**config.mk**
```make
export PLATFORM = sky130hd
export DESIGN_NAME = irda_tx_sched
export DESIGN_NICKNAME = d
export VERILOG_FILES = /design/src/rtl/irda_tx_sched.sv
export SDC_FILE = /design/constraint.sdc
export NUM_CORES = 1
export LEC_CHECK = 0
export ABC_CLOCK_PERIOD_IN_PS = 4300
export BUFFER_PORTS_ARGS = -buffer_cell sky130_fd_sc_hd__clkbuf_2
export CAP_MARGIN = 10
export CORE_MARGIN = 2
export CORE_UTILIZATION = 40
export CTS_BUF_LIST = sky130_fd_sc_hd__clkbuf_16
export DETAILED_ROUTE_END_ITERATION = 8
export MAX_ROUTING_LAYER = met4
export PLACE_DENSITY_LB_ADDON = 0.05
export SETUP_SLACK_MARGIN = 0.4
export SYNTH_ARGS = -nofsm -noshare
export SYNTH_HDL_FRONTEND = slang
export SYNTH_SLANG_ARGS = --single-unit
```
**constraint.sdc**
```tcl
create_clock -name clk -period 4.3 [get_ports clk]
set_clock_uncertainty 0.05 [all_clocks]
set_input_delay 0.215 -clock clk [delete_from_list [all_inputs] [get_ports clk]]
set_output_delay 0.215 -clock clk [all_outputs]
set_load 0.05 [all_outputs]
```
**src/rtl/irda_tx_sched.sv**
```systemverilog
// Round-robin command scheduler for the IR transmitter. It paces each issue so that
// irda_out never sees Iin_vld while a frame or its guard gap is in progress.
module irda_tx_sched #(
  parameter int unsigned DIV    = 50,
  parameter int unsigned FRA    = 6,
  parameter int unsigned GAP    = 50,
  parameter int unsigned REPEAT = 2
) (
  input  logic        clk,
  input  logic        rst_n,
  input  logic        en,
  input  logic [2:0]  req,
  input  logic [11:0] cmd,
  output logic [3:0]  tx_cmd,
  output logic        tx_vld,
  output logic        busy,
  output logic [1:0]  gnt_id,
  output logic [2:0]  done,
  output logic [2:0]  drop,
  output logic [2:0]  pend
);

  localparam int unsigned NREQ  = 3;
  localparam int unsigned FRAME = DIV * FRA;
  localparam int unsigned CNT_W = $clog2(FRAME) + 1;
  localparam int unsigned RPT_W = $clog2(REPEAT) + 1;

  typedef enum logic [1:0] {S_IDLE, S_SEND, S_WAIT, S_GAP} state_t;

  state_t           state;
  logic [CNT_W-1:0] cnt;
  logic [RPT_W-1:0] rpt;
  logic [1:0]       last;
  logic [3:0]       slot_cmd [NREQ];

  logic [3:0]       pend_x;
  logic [1:0]       cand;
  logic             found;
  logic [1:0]       sel_c;
  logic             grant_c;
  logic [NREQ-1:0]  take_c;
  logic             last_rep_c;

  function automatic logic [1:0] nxt(input logic [1:0] i);
    return (i == 2'd2) ? 2'd0 : i + 2'd1;
  endfunction

  // Round-robin search starting just after the last granted requester
  always_comb begin
    pend_x  = {1'b0, pend};
    cand    = nxt(last);
    found   = 1'b0;
    sel_c   = '0;
    for (int k = 0; k < 3; k++) begin
      if (!found && pend_x[cand]) begin
        found = 1'b1;
        sel_c = cand;
      end
      cand = nxt(cand);
    end
    grant_c    = found && en && (state == S_IDLE);
    take_c     = grant_c ? (3'b001 << sel_c) : 3'b000;
    last_rep_c = (rpt == RPT_W'(REPEAT - 1));
  end

  // Per-requester slots; a reload in the grant cycle refills instead of dropping
  always_ff @(posedge clk or negedge rst_n) begin
    if (!rst_n) begin
      pend <= '0;
      drop <= '0;
      for (int i = 0; i < NREQ; i++) slot_cmd[i] <= '0;
    end else begin
      drop <= '0;
      for (int i = 0; i < NREQ; i++) begin
        if (req[i]) begin
          if (!pend[i] || take_c[i]) begin
            slot_cmd[i] <= cmd[4*i +: 4];
            pend[i]     <= 1'b1;
          end else begin
            drop[i] <= 1'b1;
          end
        end else if (take_c[i]) begin
          pend[i] <= 1'b0;
        end
      end
    end
  end

  // Issue sequencer: SEND -> WAIT (frame time) -> GAP, repeated REPEAT times
  always_ff @(posedge clk or negedge rst_n) begin
    if (!rst_n) begin
      state  <= S_IDLE;
      cnt    <= '0;
      rpt    <= '0;
      last   <= 2'd2;
      gnt_id <= '0;
      tx_cmd <= '0;
      tx_vld <= 1'b0;
      busy   <= 1'b0;
      done   <= '0;
    end else begin
      tx_vld <= 1'b0;
      done   <= '0;
      case (state)
        S_IDLE: begin
          if (grant_c) begin
            state  <= S_SEND;
            tx_vld <= 1'b1;
            tx_cmd <= slot_cmd[sel_c];
            gnt_id <= sel_c;
            last   <= sel_c;
            busy   <= 1'b1;
          end
        end
        S_SEND: begin
          state <= S_WAIT;
          cnt   <= CNT_W'(FRAME - 1);
        end
        S_WAIT: begin
          if (cnt == '0) begin
            state <= S_GAP;
            cnt   <= CNT_W'(GAP - 1);
            if (GAP == 1 && last_rep_c) done <= 3'b001 << gnt_id;
          end else begin
            cnt <= cnt - CNT_W'(1);
          end
        end
        S_GAP: begin
          if (cnt == '0) begin
            if (!last_rep_c) begin
              rpt    <= rpt + RPT_W'(1);
              state  <= S_SEND;
              tx_vld <= 1'b1;
            end else begin
              rpt   <= '0;
              state <= S_IDLE;
              busy  <= 1'b0;
            end
          end else begin
            cnt <= cnt - CNT_W'(1);
            // done lands in the final GAP cycle so a new grant can follow immediately
            if (cnt == CNT_W'(1) && last_rep_c) done <= 3'b001 << gnt_id;
          end
        end
        default: state <= S_IDLE;
      endcase
    end
  end

endmodule

```
; ---- After elaboration in Yosys (flattened, before gate mapping)
; Index checks and enable logic that the tools add are counted.
[word_totals]
regBits = 45
inputBits = 18
output_inout_bits = 17
[classes]
addsub = 5
magnitude_cmp = 4
n_eq_ne = 16
shifts = 2
n_mux = 54
bitwise_logic = 1
n_reduce_logical = 31
[op_table]
columns = op, count
row1 = 10-bit one-hot mux with 3 select lines, 1
row2 = 1-bit two-way mux, 28
row3 = 10-bit two-way mux, 2
row4 = 2-bit two-way mux, 10
row5 = 2-bit AND reduction, 9
row6 = 3-bit two-way mux, 4
row7 = 10-bit by 1-bit equality test with 1-bit output (second input constant), 1
row8 = 2-bit equality test (second input constant), 5
row9 = 10-bit logical NOT, 1
row10 = 2-bit inequality test (second input constant), 5
row11 = 10-bit by 1-bit subtractor with 10-bit output (second input constant), 1
row12 = 2-bit by 3-bit less-than comparator with 1-bit output (second input constant), 3
row13 = 2-bit by 1-bit adder with 2-bit output (second input constant), 4
row14 = 4-bit binary-select mux with 2-bit select, 1
row15 = 4-bit two-way mux, 2
row16 = 2-bit one-hot mux with 4 select lines, 1
row17 = 2-bit nonzero test, 4
row18 = 1-bit binary-select mux with 2-bit select, 3
row19 = 2-bit by 1-bit inequality test with 1-bit output (second input constant), 3
row20 = 1-bit by 2-bit << shifter with 3-bit output (first input constant), 2
row21 = 1-bit logical AND, 5
row22 = 1-bit logical NOT, 5
row23 = 2-bit by 1-bit equality test with 1-bit output (second input constant), 2
row24 = 1-bit one-hot mux with 2 select lines, 2
row25 = 7 further kinds, 9

; ---- Logic depth before layout (Yosys ltp)
; Gate-level depths: netlist of run 1.
[depth]
depth_word = 17
ltp_mapped = 6

; ---- Worst setup path before layout of run 1
; Ideal clock, no wire load.
[synth_path]
path_type = flip-flop to flip-flop
from = register pend[2]
to = register slot_cmd[10] (netlist bit)
setup_time_ns = 0.125
arrival_ns = 1.840
setup_slack_ns = 2.285
path_stages_with_launch = 6
period_less_slack_ns = 2.015
path_cell_list = dfrtp_1 > buf_2 > nand2b_1 > a21oi_4 > a41o_4 > mux2_4
[synth_via]
elab_chain_len = 14
elab_cells_between_ends = 22
cone_classes = shift: 1 / mux: 13 / reduce/logical: 8
[synth_lines]
columns = item, line_no
row1 = from (decl), 20  ; output logic [2:0] pend
row2 = from (signal assigned), 69  ; pend <= '0;
row3 = "from (signal, indexed assignment)", 78  ; pend[i] <= 1'b1;
row4 = "from (signal, indexed assignment)", 83  ; pend[i] <= 1'b0;
row5 = 1-bit binary-select mux with 2-bit select, 55  ; if (!found && pend_x[cand]) begin
row6 = 1-bit two-way mux (implied by the code), 55
row7 = 1-bit two-way mux, 55
row8 = 1-bit logical NOT, 55
row9 = 1-bit logical AND, 55
row10 = 1-bit two-way mux, 55
row11 = 1-bit logical NOT, 55
row12 = 1-bit logical AND, 55
row13 = 1-bit two-way mux, 55
row14 = 1-bit logical AND (2 in series), 61  ; grant_c = found && en && (state == S_IDLE);
row15 = 3-bit two-way mux *, 62  ; take_c = grant_c ? (3'b001 << sel_c) : 3'b000;
row16 = 1-bit logical OR *, 76  ; if (!pend[i] || take_c[i]) begin
row17 = 2-bit AND reduction (no source line) *, --
row18 = "to (signal, indexed assignment)", 77  ; slot_cmd[i] <= cmd[4*i +: 4];
row19 = to (decl), 34  ; logic [3:0] slot_cmd [NREQ];
; Mark *: on every way between the ends. The rest lies on a longest branch, timed or not. The select of a mux whose other input is x is not followed.
; A chain may end at the register's enable or synchronous reset.

; ---- Worst setup path in the final report of run 1
[layout_path]
from = register state[0]
to = register cnt[8]
[layout_via]
elab_chain_len = 3
elab_cells_between_ends = 7
cone_classes = eq/ne: 4 / mux: 1 / reduce/logical: 2
[layout_lines]
columns = item, line_no
row1 = from (decl), 30  ; state_t state;
row2 = from (signal assigned), 92  ; state <= S_IDLE;
row3 = from (signal assigned), 107  ; state <= S_SEND;
row4 = from (signal assigned), 116  ; state <= S_WAIT;
row5 = 2-bit equality test or 2-bit by 1-bit equality test with 1-bit output (tied branches), 104  ; case (state)
row6 = 2-bit inequality test (no source line) or 3-bit nonzero test (tied branches), --
row7 = 2-bit AND reduction (no source line), --
row8 = to (signal assigned), 117  ; cnt <= CNT_W'(FRAME - 1);
row9 = to (signal assigned), 122  ; cnt <= CNT_W'(GAP - 1);
row10 = to (signal assigned), 125  ; cnt <= cnt - CNT_W'(1);
row11 = to (decl), 31  ; logic [CNT_W-1:0] cnt;
; Several ways; a longest one is shown, not always the timed one.

==> results of run 1 <==
[per-stage QoR]
stage / hold WS (ns) / std cells / util (%) / instance area (um^2)
4_1_cts: 0.0860 / 301 / 48.0 / 2630
6_report: 0.0676 / 301 / 48.0 / 2630
3_3_place_gp: 0.381 / 293 / 45.3 / 2480
5_1_grt: 0.0955 / 301 / 48.0 / 2630
3_5_place_dp: 0.381 / 293 / 45.3 / 2480
2_1_floorplan: -0.131 / 192 / - / 2250
[worst paths after layout]
path / from / to / slack [ns] / cells after the start
worst max-delay path: state[0] / cnt[8] / 2.21 / 6
worst min-delay path: rst_n / slot_cmd[3] / 0.07 / 1
worst max register to register: state[0] / cnt[8] / 2.21 / 6
worst min register to register: slot_cmd[3] / slot_cmd[3] / 0.44 / 1
max in group asynchronous: rst_n / slot_cmd[9] / 3.47 / 1
min in group clk: cmd[4] / slot_cmd[4] / 0.09 / 2
[sequential cells by signal, summed over array words and instances, names as in the netlist]
name / count
slot_cmd: 12
cnt: 10
tx_cmd: 4
done: 3
drop: 3
pend: 3
gnt_id: 2
rpt: 2
state: 2
busy: 1
last: 1
tx_vld: 1
[cell families after synthesis]
kind of cell,count (synthesis)
AOI/OAI and AO/OA,42
and+or+nand+nor,64
DFF,44
xor gates and xnor gates,1
muxes,20
adders and majority gates,6
buffers and inverters,15
[cell type report]
class,instances,share of cell area (%)
Multi-Input combinational cell,133,41.1
Clock inverter,3,0.810
Timing Repair Buffer,34,6.48
Clock buffer,5,4.77
Tap cell,72,3.43
Inverter,10,1.43
Sequential cell,44,42.0
[cell usage in the layout (no fill, tap or decap), types with 2 or more instances in the layout]
cell type  synthesis  final
dfrtp_1           43     43
clkbuf_2           0     34
nand2_1           16     16
inv_1             10     10
nor3_1             8      8
nor2_1             7      7
mux2i_1            7      7
mux2_1             6      6
ha_1               6      6
o21ai_0            5      5
nor2b_1            5      5
clkbuf_16          0      5
a21oi_1            4      4
and3_1             4      4
a21o_1             4      4
o221ai_1           4      4
mux2_4             4      4
a221o_1            4      4
nand3_1            3      3
and3b_1            3      3
mux2_2             3      3
o31ai_1            3      3
a31oi_1            3      3
nand4b_1           2      2
nor3b_1            2      2
nand2b_1           2      2
a21boi_2           2      2
nor4_1             2      2
[layer usage]
layer	vias to the layer above	share of wire [%]	GRT usage (%)
li1	789	-	-
met1	807	53	25.6
met5	-	0	-
met3	2	3.7	4.32
met2	27	43	24.8
met4	0	0.52	4.31
[power groups by stage]
stage	logic, mW	clock network [mW]	registers [mW]
3_5_place_dp	0.855	0	0.682
5_1_grt	0.935	0.403	0.701
4_1_cts	0.854	0.384	0.678
2_1_floorplan	0.556	0	0.764
6_report	0.850	0.374	0.678
3_3_place_gp	0.842	0	0.673
==> impl_metrics.env, run 1 <==
export IMPL_htreeDepth=2
export IMPL_dp_slack_ns=2.25
export IMPL_post_route_period_util_pct=48.5
export IMPL_synth_area_per_cell_um2=11.7
export IMPL_syn_num_nets=216
export IMPL_cp_end_kind="flop"
export IMPL_internal_power_mw=1.09
export IMPL_switchingPower_mw=0.813
export IMPL_outcome="complete, no violations"
export IMPL_drtPass1Iterations=4
export IMPL_die_area_mm2=0.00624
export IMPL_p_clk_share_pct=19.7
export IMPL_die_x_um=79.0
export IMPL_drt_iter0_drc=105
export IMPL_wl_mm=4.77
export IMPL_drv_cap=0
export IMPL_max_freq_mhz=479
export IMPL_layout_setup_ws_ns=2.21
export IMPL_synth_most_common_cell="dfrtp_1"
export IMPL_overflow=0
export IMPL_grt_usage_pct=17.6
export IMPL_worstMarginPinSlew_ns=1.07
export IMPL_yosysTopAreaCell="dfrtp_1"
export IMPL_p_sw_share_pct=42.7
export IMPL_drtAntennaViolNets=0
export IMPL_via_count=1625
export IMPL_synth_compound_area_share_pct=17.0
export IMPL_grt_pass1_vias=1663
export IMPL_finalSetupViolations=0
export IMPL_pwr_share_seq_pct=35.6
export IMPL_ys_seq_area_share_pct=49.0
export IMPL_netlist_top_cells_area="dfrtp_1, ha_1, mux2i_1"
export IMPL_cts_buffers=5
export IMPL_via_per_inst=5.40
export IMPL_pwr_share_comb_pct=44.7
export IMPL_ios=35
export IMPL_cts_path_max_buffers=2
export IMPL_root_buffer="clkbuf_16"
export IMPL_synth_edf_count=0
export IMPL_drv_slew=0
export IMPL_leakagePower_nw=1.21
export IMPL_yosys_mux_area_fraction_pct=10.3
export IMPL_cp_arrival_ns=2.20
export IMPL_cp_top_family="simple AND/OR/NAND/NOR gates"
export IMPL_ctsHoldBuffers=0
export IMPL_die_h_um=79.0
export IMPL_post_cts_buffers=0
export IMPL_antenna_found_initial=0
export IMPL_final_hold_viol_count=0
export IMPL_worstSetupStartpointType="flop"
export IMPL_grt_pass1_wl_mm=8.35
export IMPL_dp_final_hpwl_mm=3.58
export IMPL_syn_area_mm2=0.00225
export IMPL_num_rows=27
export IMPL_relSlewSlack_pct=28.9
export IMPL_async_reset_ff_share_pct=100
export IMPL_post_cts_resized=0
export IMPL_min_path_type="in2async"
export IMPL_clock_latency_ns=0.28
export IMPL_synthFlopType="dfrtp_1"
export IMPL_area_growth_pct=16.6
export IMPL_path_max_fanout=8
export IMPL_multi_input_area_mm2=0.00108
export IMPL_synth_top_family_by_area="compound AO/OA/AOI/OAI gates"
export IMPL_synth_distinct_cells=53
export IMPL_p_total_mw=1.90
export IMPL_core_mm2=0.00547
export IMPL_start_util_pct=41.1
export IMPL_wl_per_cell_um=15.8
export IMPL_critPathKind="reg2reg"
export IMPL_clk_pin_slew_ns=0.06
export IMPL_ys_ff_latch=44
export IMPL_synth_simple_gate_area_share_pct=17.0
export IMPL_nFillCells=506
export IMPL_layout_nets=252
export IMPL_ir_drop_mv=0.304
export IMPL_place_congestion=0.818
export IMPL_fin_crit_ns=2.09
export IMPL_synth_cells=192
export IMPL_synth_fa_ha_area_share_pct=3.34
export IMPL_slowest_stage="nor2_1"
export IMPL_synth_xor_area_share_pct=0.389
export IMPL_setup_tns_ns=0
export IMPL_path_buf_inv=1
export IMPL_drive_above_1_share_pct=27.1
export IMPL_crit_path_cell_trace="inv_1 -> ha_1 -> nor2_1 -> nand4b_1 -> nor3_1 -> a221o_1"
export IMPL_yosysTopAreaCellShare_pct=47.8
export IMPL_port_buffers=34
export IMPL_grt_max_degree=45
export IMPL_p_per_area_mw_per_mm2=725
export IMPL_netlist_top_cells_count="dfrtp_1, nand2_1, inv_1"
export IMPL_clkSinkCount=44
export IMPL_drcViolationCount=0
export IMPL_diodes=0
export IMPL_grt_setup_unrepaired="false"
export IMPL_crit_required_ns=4.41
export IMPL_crit_path_max_incr_delay_ns=0.44
export IMPL_regArea_mm2=0.00110
export IMPL_cts_tree="done"
export IMPL_synth_warnings=0
Note: power is estimated with default switching activity, not from simulation.
==> run 2: changes to the inputs <==
Settings changed: ABC_CLOCK_PERIOD_IN_PS 4300 to 2020.
Clock period 4.3 ns to 2.02 ns, I/O delays scaled along.
==> run 2 against run 1 <==
Against the previous run: highest routed layer unchanged; combinational power grew to 3.4 times the previous value; global-route usage grew 3.0 points; register-to-register slack lost 1.9 ns; utilization grew 13 points; sequential cell count is the same; clock power grew to 2.5 times the previous value; largest cell class is now multi-input combinational cells; critical endpoint is now slot_cmd[6]; routed wire length grew 26%; worst hold slack lost 0.068 ns; critical path depth shrank 2; sequential power grew 110%; critical path type unchanged; the flow now finishes with violations (negative hold slack); cell count grew 18%; sequential share of layout area shrank 8.7 points.
==> impl_metrics.env, run 2 (synthesis gave the netlist of run 1 again) <==
export IMPL_drive_above_1_share_pct=53.2
export IMPL_min_path_type="in2reg"
export IMPL_grt_max_degree=29
export IMPL_ir_drop_mv=0.732
export IMPL_largest_register="slot_cmd"
export IMPL_drtPass1Iterations=4
export IMPL_die_area_mm2=0.00624
export IMPL_root_buffer="clkbuf_16"
export IMPL_reg_top3="slot_cmd x12, cnt x10, tx_cmd x4"
export IMPL_drtAntennaViolNets=0
export IMPL_cts_path_max_buffers=2
export IMPL_via_per_inst=5.31
export IMPL_setup_tns_ns=0
export IMPL_fin_util_pct=61.1
export IMPL_port_buffers=34
export IMPL_via_count=1880
export IMPL_cp_arrival_ns=1.87
export IMPL_crit_required_ns=2.14
export IMPL_path_max_fanout=4
export IMPL_final_common_cell="buf_4"
export IMPL_htreeDepth=2
export IMPL_die_h_um=79.0
export IMPL_p_per_area_mw_per_mm2=1580
export IMPL_post_route_period_util_pct=86.9
export IMPL_num_rows=27
export IMPL_ios=35
export IMPL_grt_pass1_vias=1949
export IMPL_finalSetupViolations=0
export IMPL_fin_crit_ns=1.76
export IMPL_regArea_mm2=0.00111
export IMPL_worstSetupStartpointType="flop"
export IMPL_drv_cap=0
export IMPL_largest_reg_flops=12
export IMPL_start_util_pct=41.1
export IMPL_final_hold_viol_count=1
export IMPL_cts_buffers=5
export IMPL_outcome="finished with violations"
export IMPL_drv_slew=0
export IMPL_leakagePower_nw=1.53
export IMPL_cts_tree="done"
export IMPL_cp_end_kind="flop"
export IMPL_layout_nets=305
export IMPL_area_growth_pct=48.5
export IMPL_drt_iter0_drc=107
export IMPL_fin_hold_ws_ns=-0.000162
export IMPL_core_mm2=0.00547
export IMPL_worstMarginPinSlew_ns=0.430
export IMPL_diodes=0
export IMPL_grt_usage_pct=20.6
export IMPL_grt_pass1_wl_mm=9.66
export IMPL_nFillCells=450
export IMPL_wl_per_cell_um=17.0
export IMPL_clock_latency_ns=0.29
export IMPL_wl_mm=6.01
export IMPL_die_x_um=79.0
export IMPL_clk_pin_slew_ns=0.06
export IMPL_relSlewSlack_pct=71.3
export IMPL_multi_input_area_mm2=0.00132
export IMPL_dp_final_hpwl_mm=3.77
export IMPL_drcViolationCount=0
export IMPL_place_congestion=0.835
export IMPL_clkSinkCount=44
export IMPL_overflow=0
export IMPL_antenna_found_initial=0
export IMPL_max_freq_mhz=570
export IMPL_critPathKind="reg2reg"
export IMPL_final_cell_mix="buf_4, dfrtp_1, clkbuf_2, nand2_1, mux2_4"
export IMPL_violations="negative hold slack"
export IMPL_grt_setup_unrepaired="true"
==> run 2: repair_timing <==
action / CTS / global route
hold buffers: 9 / 0
endpoints found under the hold margin: 23 / 0
setup endpoints to repair: 29 / 33
buffers inserted: 29 / 10
resized for setup: 28 / 24
pin swaps: 5 / 20
==> run 2: layout make-up <==
type                       count  share of cell area [%]
sequential                    44                    33.3
multi-input combinational    133                    39.5
inverter                      10                    1.20
tap                           72                    2.69
clock inverter                 3                    1.27
clock buffer                   5                    3.74
timing repair buffer          87                    18.3
==> run 2: path summary, 6_finish.rpt <==
| check | depth (start not counted) | slack [ns] | to | from |
|---|---|---|---|---|
| setup reg to reg | 4 | 0.26 | slot_cmd[6] | pend[0] |
| max in group asynchronous | 3 | 0.94 | cnt[0] | rst_n |
| min in group asynchronous | 2 | 0.24 | drop[1] | rst_n |
| hold reg to reg | 2 | 0.44 | tx_cmd[2] | tx_cmd[2] |
| hold / removal | 2 | -0.0002 | slot_cmd[1] | cmd[9] |
| setup / recovery | 4 | 0.26 | slot_cmd[6] | pend[0] |
==> run 2: worst max-delay path, stage by stage (launching register included) <==
cell and delay [ns]:
dfrtp_2 0.44, o311a_4 0.42, buf_12 0.14, a31oi_4 0.26, mux2_4 0.33
==> run 2: power breakdown <==
group / leakage [nW] / internal, mW / total [mW] / switching (mW)
Clock: 0.0798 / 0.581 / 0.937 / 0.356
Combinational: 0.924 / 1.41 / 2.93 / 1.52
Sequential: 0.522 / 1.18 / 1.43 / 0.251
Total: 1.53 / 3.17 / 5.30 / 2.12
==> run 2: through the flow <==
step | hold WS (ns) | total power, mW | setup slack, ns | cells | cell area (um^2)
after global placement | -0.00803 | 3.36 | 0.166 | 298 | 2570
after CTS | 0.000136 | 4.90 | 0.283 | 344 | 3160
after global routing | 0.00184 | 5.59 | 0.251 | 354 | 3340
after detailed placement | 0.0168 | 3.42 | 0.0853 | 298 | 2570
final | -0.000162 | 5.30 | 0.264 | 354 | 3340
after floorplan | -0.245 | 2.93 | 0.205 | 192 | 2320
==> run 2: per-layer routing <==
| metal | wire [um] | global-route usage, % | vias up |
|---|---|---|---|
| li1 | - | - | 894 |
| met1 | 2850 | 28.5 | 925 |
| met2 | 2820 | 31.0 | 48 |
| met3 | 233 | 3.30 | 13 |
| met4 | 102 | 6.90 | 0 |
| met5 | 0 | - | - |
